**src/rtl/timer_ctrl_if.sv**
```systemverilog
// Control bus between the countdown-timer controller and its environment:
// button pulses, the live countdown value, the preset and the status outputs.
interface timer_ctrl_if;
    // Inputs are single-cycle pulses sampled on the rising clock edge; there is no back-pressure.
    logic       tick_1hz;
    logic       btn_mode;
    logic       btn_inc;
    logic       btn_start;
    logic [4:0] cur_hours;
    logic [5:0] cur_mins;
    logic [5:0] cur_secs;
    logic [4:0] set_hours;
    logic [5:0] set_mins;
    logic [5:0] set_secs;
    logic       load;
    logic       run;
    logic [1:0] field_sel;
    logic       alarm;
    logic [2:0] state;

    modport master (
        output tick_1hz, btn_mode, btn_inc, btn_start,
        output cur_hours, cur_mins, cur_secs,
        input  set_hours, set_mins, set_secs,
        input  load, run, field_sel, alarm, state
    );

    modport slave (
        input  tick_1hz, btn_mode, btn_inc, btn_start,
        input  cur_hours, cur_mins, cur_secs,
        output set_hours, set_mins, set_secs,
        output load, run, field_sel, alarm, state
    );
endinterface

```
**src/rtl/timer_ctrl.sv**
```systemverilog
// Countdown-timer control FSM: preset editing, load/run/pause sequencing and
// a timed alarm once the datapath reports zero.
module timer_ctrl #(
    parameter int ALARM_SECS = 10,
    parameter int MAX_HOURS  = 23
) (
    input  logic         clk,
    input  logic         reset,
    timer_ctrl_if.slave  bus
);

    typedef enum logic [2:0] {
        ST_IDLE  = 3'd0,
        ST_SET_H = 3'd1,
        ST_SET_M = 3'd2,
        ST_SET_S = 3'd3,
        ST_LOAD  = 3'd4,
        ST_RUN   = 3'd5,
        ST_PAUSE = 3'd6,
        ST_ALARM = 3'd7
    } state_t;

    localparam logic [4:0] MAX_H     = 5'(MAX_HOURS);
    localparam logic [5:0] ALARM_CNT = 6'(ALARM_SECS);

    state_t     state_q, state_d;
    logic [4:0] hours_q, hours_d;
    logic [5:0] mins_q, mins_d;
    logic [5:0] secs_q, secs_d;
    logic [5:0] cnt_q, cnt_d;
    logic       load_q, load_d;
    logic       run_q, run_d;
    logic       alarm_q, alarm_d;
    logic [1:0] field_q, field_d;

    logic preset_zero;
    logic cur_zero;
    logic any_btn;

    assign preset_zero = (hours_q == 5'd0) && (mins_q == 6'd0) && (secs_q == 6'd0);
    assign cur_zero    = (bus.cur_hours == 5'd0) && (bus.cur_mins == 6'd0) && (bus.cur_secs == 6'd0);
    assign any_btn     = bus.btn_start | bus.btn_mode | bus.btn_inc;

    // Start outranks mode, which outranks inc; a start with a zero preset swallows the others.
    always_comb begin
        state_d = state_q;
        hours_d = hours_q;
        mins_d  = mins_q;
        secs_d  = secs_q;
        cnt_d   = cnt_q;
        unique case (state_q)
            ST_IDLE: begin
                if (bus.btn_start) begin
                    if (!preset_zero) state_d = ST_LOAD;
                end else if (bus.btn_mode) begin
                    state_d = ST_SET_H;
                end
            end
            ST_SET_H, ST_SET_M, ST_SET_S: begin
                if (bus.btn_start) begin
                    if (!preset_zero) state_d = ST_LOAD;
                end else if (bus.btn_mode) begin
                    if (state_q == ST_SET_H)      state_d = ST_SET_M;
                    else if (state_q == ST_SET_M) state_d = ST_SET_S;
                    else                          state_d = ST_IDLE;
                end else if (bus.btn_inc) begin
                    if (state_q == ST_SET_H)      hours_d = (hours_q == MAX_H) ? 5'd0 : hours_q + 5'd1;
                    else if (state_q == ST_SET_M) mins_d  = (mins_q == 6'd59) ? 6'd0 : mins_q + 6'd1;
                    else                          secs_d  = (secs_q == 6'd59) ? 6'd0 : secs_q + 6'd1;
                end
            end
            ST_LOAD: state_d = ST_RUN;
            ST_RUN: begin
                if (cur_zero) begin
                    state_d = ST_ALARM;
                    cnt_d   = ALARM_CNT;
                end else if (bus.btn_start) begin
                    state_d = ST_PAUSE;
                end
            end
            ST_PAUSE: begin
                if (bus.btn_start)     state_d = ST_RUN;
                else if (bus.btn_mode) state_d = ST_IDLE;
            end
            ST_ALARM: begin
                if (any_btn) begin
                    state_d = ST_IDLE;
                    cnt_d   = 6'd0;
                end else if (bus.tick_1hz) begin
                    cnt_d = cnt_q - 6'd1;
                    if (cnt_q <= 6'd1) begin
                        state_d = ST_IDLE;
                        cnt_d   = 6'd0;
                    end
                end
            end
            default: state_d = ST_IDLE;
        endcase
    end

    // Outputs are decoded from the next state so the registered copies line up with state_q.
    always_comb begin
        load_d  = (state_d == ST_LOAD);
        run_d   = (state_d == ST_RUN);
        alarm_d = (state_d == ST_ALARM);
        field_d = 2'd0;
        if (state_d == ST_SET_H)      field_d = 2'd1;
        else if (state_d == ST_SET_M) field_d = 2'd2;
        else if (state_d == ST_SET_S) field_d = 2'd3;
    end

    always_ff @(posedge clk) begin
        if (reset) begin
            state_q <= ST_IDLE;
            hours_q <= 5'd0;
            mins_q  <= 6'd0;
            secs_q  <= 6'd0;
            cnt_q   <= 6'd0;
            load_q  <= 1'b0;
            run_q   <= 1'b0;
            alarm_q <= 1'b0;
            field_q <= 2'd0;
        end else begin
            state_q <= state_d;
            hours_q <= hours_d;
            mins_q  <= mins_d;
            secs_q  <= secs_d;
            cnt_q   <= cnt_d;
            load_q  <= load_d;
            run_q   <= run_d;
            alarm_q <= alarm_d;
            field_q <= field_d;
        end
    end

    assign bus.set_hours = hours_q;
    assign bus.set_mins  = mins_q;
    assign bus.set_secs  = secs_q;
    assign bus.load      = load_q;
    assign bus.run       = run_q;
    assign bus.alarm     = alarm_q;
    assign bus.field_sel = field_q;
    assign bus.state     = state_q;

endmodule

```
**src/flat_wrapper.sv**
```systemverilog
// flat-port wrapper written by rule: the top's interface ports become plain ports
module timer_ctrl_flat 
#(
    parameter int ALARM_SECS = 10,
    parameter int MAX_HOURS  = 23
)
  (clk, reset, bus_tick_1hz, bus_btn_mode, bus_btn_inc, bus_btn_start, bus_cur_hours, bus_cur_mins, bus_cur_secs, bus_set_hours, bus_set_mins, bus_set_secs, bus_load, bus_run, bus_field_sel, bus_alarm, bus_state);
  timer_ctrl_if bus_i ();
  input  logic clk;
  input  logic reset;
  input wire logic [$bits(bus_i.tick_1hz)-1:0] bus_tick_1hz;
  input wire logic [$bits(bus_i.btn_mode)-1:0] bus_btn_mode;
  input wire logic [$bits(bus_i.btn_inc)-1:0] bus_btn_inc;
  input wire logic [$bits(bus_i.btn_start)-1:0] bus_btn_start;
  input wire logic [$bits(bus_i.cur_hours)-1:0] bus_cur_hours;
  input wire logic [$bits(bus_i.cur_mins)-1:0] bus_cur_mins;
  input wire logic [$bits(bus_i.cur_secs)-1:0] bus_cur_secs;
  output wire logic [$bits(bus_i.set_hours)-1:0] bus_set_hours;
  output wire logic [$bits(bus_i.set_mins)-1:0] bus_set_mins;
  output wire logic [$bits(bus_i.set_secs)-1:0] bus_set_secs;
  output wire logic [$bits(bus_i.load)-1:0] bus_load;
  output wire logic [$bits(bus_i.run)-1:0] bus_run;
  output wire logic [$bits(bus_i.field_sel)-1:0] bus_field_sel;
  output wire logic [$bits(bus_i.alarm)-1:0] bus_alarm;
  output wire logic [$bits(bus_i.state)-1:0] bus_state;
  assign bus_i.tick_1hz = bus_tick_1hz;
  assign bus_i.btn_mode = bus_btn_mode;
  assign bus_i.btn_inc = bus_btn_inc;
  assign bus_i.btn_start = bus_btn_start;
  assign bus_i.cur_hours = bus_cur_hours;
  assign bus_i.cur_mins = bus_cur_mins;
  assign bus_i.cur_secs = bus_cur_secs;
  assign bus_set_hours = bus_i.set_hours;
  assign bus_set_mins = bus_i.set_mins;
  assign bus_set_secs = bus_i.set_secs;
  assign bus_load = bus_i.load;
  assign bus_run = bus_i.run;
  assign bus_field_sel = bus_i.field_sel;
  assign bus_alarm = bus_i.alarm;
  assign bus_state = bus_i.state;
  timer_ctrl #(.ALARM_SECS(ALARM_SECS), .MAX_HOURS(MAX_HOURS)) u_core (.clk(clk), .reset(reset), .bus(bus_i));
endmodule
```
**config.mk**
```make
export PLATFORM = sky130hd
export DESIGN_NAME = timer_ctrl_flat
export DESIGN_NICKNAME = d
export VERILOG_FILES = /design/src/rtl/timer_ctrl_if.sv /design/src/rtl/timer_ctrl.sv /design/src/flat_wrapper.sv
export SDC_FILE = /design/constraint.sdc
export NUM_CORES = 1
export LEC_CHECK = 0
export CAP_MARGIN = 25
export CORE_MARGIN = 2
export CORE_UTILIZATION = 30
export CTS_CLUSTER_DIAMETER = 80
export CTS_CLUSTER_SIZE = 40
export DETAILED_ROUTE_END_ITERATION = 8
export GPL_TIMING_DRIVEN = 1
export HOLD_SLACK_MARGIN = 0.1
export SLEW_MARGIN = 20
export SYNTH_ARGS = -nofsm -noshare
export SYNTH_HDL_FRONTEND = slang
export SYNTH_SLANG_ARGS = --single-unit
```
**constraint.sdc**
```tcl
create_clock -name clk -period 3 [get_ports clk]
set_input_delay 0.3 -clock clk [delete_from_list [all_inputs] [get_ports clk]]
set_output_delay 0.3 -clock clk [all_outputs]
set_load 0.03 [all_outputs]
```
; After elaboration in Yosys (flattened, before gate mapping)
; Cells that the tools add are included.
[totals]
input_bits = 23
mem_bits_rw = 0
latchBits = 0
word_cells = 83
romBits = 0
out_inout_bits = 25
n_memories = 0
reg_bits = 31
[classes]
n_mul = 0
shift = 0
n_eq_ne = 18
n_reduce_logical = 18
bitwise_logic = 6
mux = 26
add_sub_neg = 4
div = 0
order_cmp = 1
[ops]
columns = operator, count
row1 = $mux W3, 13
row2 = $mux W6, 6
row3 = $logic_not A6 Y1, 4
row4 = $eq A3 B3 Y1 const B, 7
row5 = $pmux W3 S6, 1
row6 = $add A6 B1 Y6 const B, 2
row7 = $eq A3 B2 Y1 const B, 4
row8 = $eq A6 B6 Y1 const B, 2
row9 = $pmux W6 S2, 1
row10 = $reduce_and A6 Y1, 2
row11 = $logic_not A5 Y1, 2
row12 = $eq A3 B1 Y1 const B, 2
row13 = $le A6 B1 Y1 const B, 1
row14 = $mux W2, 3
row15 = $sub A6 B1 Y6 const B, 1
row16 = $add A5 B1 Y5 const B, 1
row17 = $eq A5 B5 Y1 const B, 1
row18 = $mux W5, 1
row19 = $reduce_and A5 Y1, 1
row20 = $logic_and A1 B1 Y1, 4
row21 = $not A1 Y1, 4
row22 = $logic_not A3 Y1, 1
row23 = $ne A3 B2 Y1 const B, 1
row24 = $reduce_and A3 Y1, 1
row25 = 6 further kinds, 7

; Longest topological paths before layout
; Gate-level depths: netlist of run 1.
[logic_depth]
depth_word = 10
ltp_mapped = 7
depth_no_buf = 7

; Worst setup path before layout of run 1
; Ideal clock, no wire load.
[synth_timing]
kind = flip-flop to flip-flop
startpoint = reg u_core.secs_q[0], in the netlist u_core.bus.set_secs[0]
endpoint = reg u_core.run_q, in the netlist u_core.bus.run
path_buffers = 0
path_slack_ns = 1.105
t_required_ns = 2.910
t_arrival_ns = 1.805
stages_incl_launch_ff = 8
period_less_slack_ns = 1.895
setup_time_ns = 0.090
path_cell_list = dfxtp_1 inv_1 ha_1 and4b_1 a41oi_1 a21oi_1 o221ai_1 nor4bb_2
[synth_between]
elab_chain_len = 6
elab_cells_between_ends = 7
classes_between = eq/ne (1) / mux (4) / reduce/logical (2)
[synth_rtl]
columns = item, line
row1 = start: declaration, timer_ctrl.sv:29  ; logic [5:0] secs_q, secs_d;
row2 = start signal: assignment, timer_ctrl.sv:127  ; secs_q <= secs_d;
row3 = $logic_not A6 Y1 *, timer_ctrl.sv:40  ; assign preset_zero = (hours_q == 5'd0) && (mins_q == 6'd0) && (secs_q == 6'd0);
row4 = $logic_and A1 B1 Y1 *, timer_ctrl.sv:40
row5 = $mux W3 *, "timer_ctrl.sv:54, timer_ctrl.sv:61"
row6 = "$mux W3, on equally long branches", "timer_ctrl.sv:60, timer_ctrl.sv:53"
row7 = $pmux W3 S6 *, timer_ctrl.sv:51  ; unique case (state_q)
row8 = $eq A3 B3 Y1 *, timer_ctrl.sv:104  ; run_d = (state_d == ST_RUN);
row9 = end signal: assignment, timer_ctrl.sv:130  ; run_q <= run_d;
row10 = end: declaration, timer_ctrl.sv:32  ; logic run_q, run_d;
; Every way passes the cells marked *; elsewhere a longest branch is shown, timed or not.
; A chain may end at the register's enable or synchronous reset.

; Worst setup path after layout of run 1
[layout_timing]
startpoint = in bus_btn_start
endpoint = reg u_core.cnt_q[5]
[layout_between]
elab_chain_len = 4
elab_cells_between_ends = 6
classes_between = eq/ne (1) / mux (2) / bitwise (2) / reduce/logical (1)
[layout_rtl]
columns = item, line
row1 = start: declaration, flat_wrapper.sv:14  ; input wire logic [$bits(bus_i.btn_start)-1:0] bus_btn_start;
row2 = $or A1 B1 Y1 * (2 in a row), timer_ctrl.sv:42  ; assign any_btn = bus.btn_start | bus.btn_mode | bus.btn_inc;
row3 = $ne A3 B2 Y1 (no source line) / $mux W6 (equally long branches), -
row4 = $reduce_and A3 Y1 (no source line) / $pmux W6 S2 (equally long branches), -
row5 = end signal: assignment, timer_ctrl.sv:128  ; cnt_q <= cnt_d;
row6 = end: declaration, timer_ctrl.sv:30  ; logic [5:0] cnt_q, cnt_d;
; Marked as above.

==> results of run 1 <==
state kept, by name, summed over array words and instances, names as in the netlist:
signal                cells
u_core.bus.alarm          1
u_core.bus.state          3
u_core.bus.run            1
u_core.bus.set_mins       6
u_core.cnt_q              6
u_core.bus.field_sel      2
u_core.bus.set_secs       6
u_core.bus.load           1
u_core.bus.set_hours      5
per-stage QoR:
stage                     setup WS [ns]  utilization  cell area (sq um)
after floorplan                    1.10            -               1830
after global placement            0.664        0.400               2350
after global routing              0.686        0.415               2440
final                             0.897        0.415               2440
after CTS                         0.905        0.415               2440
after detailed placement          0.607        0.400               2350
logic make-up after synthesis:
family,Yosys count
adder cells (fa/ha/maj),8
buffers and inverters,20
flip-flops,31
multiplexers,3
AO/OA/AOI/OAI,45
AND/OR/NAND/NOR,101
XOR/XNOR,9
synthesized netlist by cell type (all sizes together) (5+ instances only):
library cell / n
clkbuf: 5
a21oi: 11
o21ai: 9
nand3: 10
nor4: 7
nor3b: 5
nor2: 24
nand2: 14
nand4: 5
inv: 11
or3: 6
ha: 8
nor3: 11
xnor2: 6
dfxtp: 31
layout make-up:
type | instances | area [sq um] | area share
timing repair buffer | 48 | 478 | 0.196
sequential | 31 | 621 | 0.254
clock inverter | 1 | 5.00 | 0.00205
tap | 75 | 93.8 | 0.0384
clock buffer | 6 | 82.6 | 0.0338
multi-input combinational | 166 | 1120 | 0.459
inverter | 11 | 41.3 | 0.0169
worst paths after layout:
kind                                           from                endpoint  slack, ns  depth (start not counted)
worst max register to register  u_core.bus.state[0]  u_core.bus.set_secs[5]       0.92                          4
worst max-delay path                  bus_btn_start         u_core.cnt_q[5]       0.90                          6
worst min-delay path                u_core.cnt_q[5]         u_core.cnt_q[5]       0.49                          1
worst min register to register      u_core.cnt_q[5]         u_core.cnt_q[5]       0.49                          1
placed cells by master, fill, tap and decap left out, types with 4 or more instances in the layout:
cell              n
ha_1              8
nor2b_1           4
o21ai_0           7
a21oi_1          11
nor3b_1           4
xnor2_1           6
nand4_1           5
dfxtp_1          31
nand3_1          10
clkbuf_8          6
nor4_1            6
and3_1            4
inv_1            11
nor3_1           10
nand2_1          14
clkdlybuf4s50_1  47
nor2_1           23
layer usage:
layer	part of all wire	GRT usage	routed length [um]
met5	0	0	0
met4	0.017	0.0533	78
met3	0.051	0.0429	232
met2	0.45	0.221	2060
met1	0.48	0.193	2210
report_power, final:
group	internal (mW)	switching [mW]	total, mW
Sequential	0.419	0.0157	0.435
Clock	0.180	0.149	0.328
Combinational	0.0658	0.0670	0.133
Total	0.665	0.232	0.896
==> results.sh, run 1 <==
export IMPL_run_status="finished, final reports clean"
export IMPL_rsz0062_at_grt="false"
export IMPL_p_leak_nw=0.823
export IMPL_synth_fa_ha_area_frac=0.0548
export IMPL_crit_family="simple AND/OR/NAND/NOR gates"
export IMPL_antenna_found_initial=0
export IMPL_ctsRootBufferMaster="clkbuf_8"
export IMPL_ys_types=51
export IMPL_clock_latency_ns=0.28
export IMPL_fp_row_count=28
export IMPL_crit_path_frequent_cell="or3_4"
export IMPL_syn_cell_area_sq_um=1830
export IMPL_grt_pass1_wl_um=7490
export IMPL_dp_hpwl_um=3460
export IMPL_final_layout_size_suffix_gt1_frac=0.0760
export IMPL_die_y_um=82.0
export IMPL_path_max_fanout=11
export IMPL_grt_overflow=0
export IMPL_num_io_pins=48
export IMPL_synthesis_nets=248
export IMPL_synth_compound_area_frac=0.175
export IMPL_post_cts_resize_count=0
export IMPL_cpPeakStageDelay_ns=0.60
export IMPL_io_buffers=47
export IMPL_gp_congestion=0.800
export IMPL_path_cells="clkdlybuf4s50_1 > or3_4 > or3_4 > nor2_2 > a31oi_1 > a311oi_1"
export IMPL_yosysSeqAreaShare=0.340
export IMPL_min_path_type="reg -> reg"
export IMPL_syn_inst=217
export IMPL_track_usage=0.145
export IMPL_clk_pin_slew_ns=0.06
export IMPL_worst_pin_slew_ns=0.556
export IMPL_layout_min_cycle_time_ns=2.10
export IMPL_cap_viol_max_count=0
export IMPL_synth_top_area_share=0.340
export IMPL_clock_skew_ns=0.00310
export IMPL_setup_violations=0
export IMPL_instances_no_fill=338
export IMPL_drv_slew=0
export IMPL_max_freq_ghz=0.476
export IMPL_htreeDepth=2
export IMPL_place_inst=331
export IMPL_grt_pass1_vias=1642
export IMPL_holdWs_ns=0.489
export IMPL_cts_setup_buffers=0
export IMPL_synth_area_leaders="dfxtp_1 34%, ha_1 5.5%, nor2_1 4.7%"
export IMPL_synth_top_family_by_area="simple AND/OR/NAND/NOR gates"
export IMPL_grt_max_degree=21
export IMPL_design_core_area_sq_um=5890
export IMPL_final_nets=294
export IMPL_worstSetupEndpointType="flip-flop"
export IMPL_synth_edf_count=0
export IMPL_ir_drop_mv=0.199
export IMPL_ys_seq_elements=31
export IMPL_path_class="in -> reg"
export IMPL_cts_path_max_buffers=2
export IMPL_critPathArrivalTime_ns=2.29
export IMPL_area_growth_pct=33.6
export IMPL_crit_slowest_cell="clkdlybuf4s50_1"
export IMPL_vias_per_cell=5.13
export IMPL_synth_avg_cell_area_sq_um=8.42
export IMPL_diodes=0
export IMPL_die_x_um=82.0
export IMPL_async_reset_ff_frac=0
export IMPL_drt_iter0_markers=86
export IMPL_p_per_area_nw_per_um2=367
export IMPL_synthFlopType="dfxtp_1"
export IMPL_synth_simple_area_share=0.324
export IMPL_critPathBufInv=1
export IMPL_drc=0
export IMPL_vias=1734
export IMPL_numCtsBuffers=5
export IMPL_drt_wl_total_um=4580
export IMPL_dieArea_sq_um=6730
export IMPL_cts_sinks=31
export IMPL_slew_headroom=0.626
export IMPL_holdBufCountCts=0
export IMPL_layout_worst_path_cycle_share=0.701
export IMPL_cts_tree="yes"
export IMPL_synth_area_leader_cell="dfxtp_1"
export IMPL_fin_setup_tns_ns=0
export IMPL_nFillCells=611
export IMPL_p_total_mw=0.896
export IMPL_start_util=0.310
export IMPL_wire_per_inst_um=13.6
export IMPL_startpoint_type="input pin"
export IMPL_finalHoldViolCount=0
export IMPL_cp_required_ns=3.19
export IMPL_dr_pass1_iters=4
export IMPL_ys_warnings_count=0
export IMPL_synth_xor_area_frac=0.0432
export IMPL_final_antenna_net_count=0
export IMPL_muxShareOfSynthArea=0.0164
No activity file was read; power rests on OpenSTA's default activity.
==> run 2: changes to the inputs <==
==> constraint.sdc (replaced) <==
create_clock -name clk -period 1.88 [get_ports clk]
set_input_delay 0.188 -clock clk [delete_from_list [all_inputs] [get_ports clk]]
set_output_delay 0.188 -clock clk [all_outputs]
set_load 0.03 [all_outputs]
==> run 2 against run 1 <==
Net effect:
- clock power grew 110%
- worst setup slack worse by 0.85 ns
- clock-buffer cell count did not move
- core utilization is 7.4 points higher
- clock skew increased by 0.0040 ns
- combinational power is 110% higher
- critical path depth did not move
- flip-flop and latch count stayed put
- global-route usage rose by 2.2 points
- via count grew 9.5%
- cell area grew 18%
- critical path type unchanged
==> results.sh, run 2 (synthesis gave the netlist of run 1 again) <==
export IMPL_run_status="finished, final reports clean"
export IMPL_die_x_um=82.0
export IMPL_holdBufCountCts=0
export IMPL_path_max_fanout=4
export IMPL_clock_latency_ns=0.29
export IMPL_clk_pin_slew_ns=0.07
export IMPL_path_class="in -> reg"
export IMPL_p_per_area_nw_per_um2=575
export IMPL_dieArea_sq_um=6730
export IMPL_ctsRootBufferMaster="clkbuf_8"
export IMPL_io_buffers=47
export IMPL_drc=0
export IMPL_drv_slew=0
export IMPL_slew_headroom=0.728
export IMPL_grt_overflow=0
export IMPL_cap_viol_max_count=0
export IMPL_grt_max_degree=13
export IMPL_area_growth_pct=57.6
export IMPL_design_core_area_sq_um=5890
export IMPL_numCtsBuffers=5
export IMPL_finalHoldViolCount=0
export IMPL_place_inst=376
export IMPL_critPathArrivalTime_ns=2.05
export IMPL_worst_pin_slew_ns=0.406
export IMPL_die_y_um=82.0
export IMPL_mostFrequentLayoutCell="buf_4"
export IMPL_post_route_cell_area_sq_um=2880
export IMPL_num_io_pins=48
export IMPL_vias_per_cell=4.93
export IMPL_max_freq_ghz=0.545
export IMPL_final_cell_mix="47 x buf_4, 46 x clkdlybuf4s50_1, 25 x dfxtp_1"
export IMPL_final_antenna_net_count=0
export IMPL_cts_tree="yes"
export IMPL_worstSetupEndpointType="flip-flop"
export IMPL_track_usage=0.167
export IMPL_wire_per_inst_um=13.2
export IMPL_startpoint_type="input pin"
export IMPL_nFillCells=573
export IMPL_start_util=0.310
export IMPL_ir_drop_mv=0.409
export IMPL_antenna_found_initial=0
export IMPL_min_path_type="reg -> reg"
export IMPL_final_nets=340
export IMPL_cts_path_max_buffers=2
export IMPL_grt_pass1_vias=1889
export IMPL_dp_hpwl_um=3920
export IMPL_fp_row_count=28
export IMPL_drt_wl_total_um=5100
export IMPL_cp_required_ns=2.10
export IMPL_htreeDepth=2
export IMPL_diodes=0
export IMPL_gp_congestion=0.855
export IMPL_dr_pass1_iters=4
export IMPL_p_leak_nw=1.09
export IMPL_setup_violations=0
export IMPL_grt_pass1_wl_um=8760
export IMPL_layout_min_cycle_time_ns=1.83
export IMPL_vias=1899
export IMPL_instances_no_fill=385
export IMPL_drt_iter0_markers=59
export IMPL_clock_skew_ns=0.00711
export IMPL_final_layout_size_suffix_gt1_frac=0.255
export IMPL_cts_sinks=31
export IMPL_dpl_cell_area_sq_um=2690
export IMPL_layout_worst_path_cycle_share=0.975
run 2: path summary, 6_finish.rpt:
kind | start | end | slack, ns | cells past startpoint
setup / recovery | bus_cur_mins[5] | u_core.cnt_q[3] | 0.05 | 6
hold reg to reg | u_core.cnt_q[5] | u_core.cnt_q[5] | 0.50 | 1
hold / removal | u_core.cnt_q[5] | u_core.cnt_q[5] | 0.50 | 1
setup reg to reg | u_core.cnt_q[2] | u_core.bus.load | 0.10 | 5
run 2: power breakdown:
group          switching, mW  internal [mW]  leakage, nW
clock network          0.262          0.428       0.0612
registers             0.0157          0.670        0.253
logic                  0.134          0.145        0.777
run 2: cell type report:
type                            count  area [sq um]  area share
Timing Repair Buffer               94           826       0.287
Clock buffer                        6          82.6      0.0287
Tap cell                           75          93.8      0.0326
Inverter                           11          41.3      0.0143
Multi-Input combinational cell    166          1170       0.407
Clock inverter                      2          35.0      0.0122
Sequential cell                    31           628       0.218
run 2: critical path, cell delays in order:
cell             delay [ns]
clkdlybuf4s50_1        0.43
nor4_2                 0.29
nand4_1                0.16
o41a_1                 0.45
or3_1                  0.39
a21oi_1                0.14
run 2: timing repair:
action,CTS,global route
pin swaps,0,5
buffers inserted,0,1
setup endpoints to repair,3,10
gates resized for setup,2,11
endpoints found under the hold margin,0,0
run 2: layer usage:
metal | vias to the layer above | track usage | part of all wire
li1 | 981 | - | -
met2 | 40 | 0.280 | 0.48
met1 | 871 | 0.215 | 0.47
met5 | - | 0 | 0
met3 | 7 | 0.0374 | 0.036
met4 | 0 | 0.0500 | 0.013
run 2: per-stage QoR:
stage / setup WS [ns] / setup TNS (ns) / util / hold WS (ns) / power [mW]
global route: -0.0245 / -0.0495 / 0.489 / 0.524 / 1.72
CTS: 0.0149 / 0 / 0.479 / 0.496 / 1.65
global placement: -0.171 / -1.88 / 0.458 / 0.473 / 0.962
detailed placement: -0.231 / -2.48 / 0.458 / 0.487 / 0.964
floorplan: 0.0133 / 0 / - / 0.268 / 0.826
finish: 0.0467 / 0 / 0.489 / 0.498 / 1.65
==> run 3: changes to the inputs <==
--- a/config.mk
+++ b/config.mk
@@ -8,7 +8,7 @@
 export CAP_MARGIN = 25
 export CORE_MARGIN = 2
 export CORE_UTILIZATION = 30
-export CTS_CLUSTER_DIAMETER = 80
+export CTS_CLUSTER_DIAMETER = 30
 export CTS_CLUSTER_SIZE = 40
 export DETAILED_ROUTE_END_ITERATION = 8
 export GPL_TIMING_DRIVEN = 1
==> constraint.sdc (replaced) <==
create_clock -name clk -period 1.8 [get_ports clk]
set_input_delay 0.18 -clock clk [delete_from_list [all_inputs] [get_ports clk]]
set_output_delay 0.18 -clock clk [all_outputs]
set_load 0.03 [all_outputs]
==> run 3 against run 2 <==
Net effect:
- critical path depth shrank 1
- cell area grew 3.9%
- power grew 4.7%
- clock power grew 3.6%
- flip-flop and latch count is the same
- global-route usage shrank 0.39 points
- clock-buffer cell count is the same
- combinational power grew 7.5%
- register-to-register slack lost 0.02 ns
- largest cell class unchanged
- largest power group is now registers
==> results.sh, run 3 (synthesis gave the netlist of run 1 again) <==
export IMPL_fp_row_count=28
export IMPL_grt_overflow=0
export IMPL_drt_wl_total_um=5280
export IMPL_setup_violations=0
export IMPL_vias_per_cell=5.06
export IMPL_dp_hpwl_um=3870
export IMPL_path_max_fanout=4
export IMPL_crit_family="simple AND/OR/NAND/NOR gates"
export IMPL_worstSetupEndpointType="flip-flop"
export IMPL_p_leak_nw=1.21
export IMPL_finalHoldViolCount=0
export IMPL_cpPeakStageDelay_ns=0.40
export IMPL_instances_no_fill=387
export IMPL_min_path_type="reg -> reg"
export IMPL_ir_drop_mv=0.375
export IMPL_clock_latency_ns=0.28
export IMPL_worst_pin_slew_ns=0.336
export IMPL_gp_congestion=0.854
export IMPL_met1Wirelength_um=2370
export IMPL_post_route_cell_area_sq_um=2990
export IMPL_ctsRootBufferMaster="clkbuf_8"
export IMPL_layout_worst_path_cycle_share=0.957
export IMPL_area_growth_pct=63.7
export IMPL_htreeDepth=2
export IMPL_cts_path_max_buffers=2
export IMPL_startpoint_type="flip-flop"
export IMPL_slew_headroom=0.776
export IMPL_p_per_area_nw_per_um2=579
export IMPL_layout_min_cycle_time_ns=1.72
export IMPL_crit_slowest_cell="or3_4"
export IMPL_dieArea_sq_um=6730
export IMPL_grt_max_degree=17
export IMPL_place_inst=377
export IMPL_cp_required_ns=1.98
export IMPL_routed_top_layer="met4"
export IMPL_wl_met3_um=229
export IMPL_max_freq_ghz=0.581
export IMPL_dr_pass1_iters=4
export IMPL_cap_viol_max_count=0
export IMPL_vias=1959
export IMPL_path_class="reg -> reg"
export IMPL_wire_per_inst_um=13.7
export IMPL_final_antenna_net_count=0
export IMPL_drt_iter0_markers=77
export IMPL_path_cells="or3_4 > o311a_1 > o21ai_2 > nor2_1 > and3_1"
export IMPL_final_nets=342
export IMPL_dpl_cell_area_sq_um=2710
export IMPL_drv_slew=0
export IMPL_grt_pass1_vias=1871
export IMPL_clk_pin_slew_ns=0.06
export IMPL_numCtsBuffers=5
export IMPL_cts_tree="yes"
export IMPL_critPathArrivalTime_ns=1.90
export IMPL_num_io_pins=48
export IMPL_holdBufCountCts=0
export IMPL_diodes=0
export IMPL_die_y_um=82.0
export IMPL_start_util=0.310
export IMPL_track_usage=0.164
export IMPL_mostFrequentLayoutCell="buf_4"
export IMPL_run_status="finished, final reports clean"
export IMPL_critPathBufInv=0
export IMPL_p_total_mw=1.73
export IMPL_clock_skew_ns=0.00308
export IMPL_final_layout_size_suffix_gt1_frac=0.292
export IMPL_die_x_um=82.0
export IMPL_grt_pass1_wl_um=8430
export IMPL_antenna_found_initial=0
export IMPL_design_core_area_sq_um=5890
export IMPL_drc=0
export IMPL_io_buffers=47
export IMPL_route_met2_wl_um=2570
export IMPL_final_cell_mix="48 x buf_4, 36 x clkdlybuf4s50_1, 23 x nor2_1"
export IMPL_fin_setup_tns_ns=0
export IMPL_cts_sinks=31
## run 3: final cells by class
cell class	instances	area (sq um)
tap	75	93.8
clock inverter	2	35.0
sequential	31	632
fill	559	2900
multi-input combinational	166	1240
clock buffer	6	82.6
timing repair buffer	96	870
inverter	11	41.3
## run 3: final timing paths
path	startpoint	slack (ns)	cells after the start	to
worst max-delay path	u_core.cnt_q[3]	0.08	5	u_core.bus.load
worst max register to register	u_core.cnt_q[3]	0.08	5	u_core.bus.load
worst min register to register	u_core.cnt_q[5]	0.50	1	u_core.cnt_q[5]
worst min-delay path	u_core.cnt_q[5]	0.50	1	u_core.cnt_q[5]
## run 3: layer usage
layer,vias to the layer above,track usage
li1,986,-
met1,915,0.201
met2,47,0.271
met3,11,0.0429
met4,0,0.0650
met5,-,0
## run 3: stage by stage
step	hold WS, ns	util	setup slack (ns)
6_report	0.502	0.508	0.0774
5_1_grt	0.532	0.508	-0.0323
4_1_cts	0.498	0.482	0.0000895
3_5_place_dp	0.492	0.460	-0.260
3_3_place_gp	0.485	0.460	-0.240
2_1_floorplan	0.253	-	0.0306
## run 3: what timing repair did
item	CTS	global route
resized for setup	3	29
hold endpoints to repair	0	0
pin swaps	0	9
buffers inserted	0	2
cloned	0	0
endpoints found under the setup margin	8	15
## run 3: where the power goes
group / total [mW] / leakage [nW] / internal [mW] / switching (mW)
logic: 0.300 / 0.892 / 0.150 / 0.150
registers: 0.718 / 0.255 / 0.700 / 0.0181
clock network: 0.715 / 0.0612 / 0.448 / 0.267
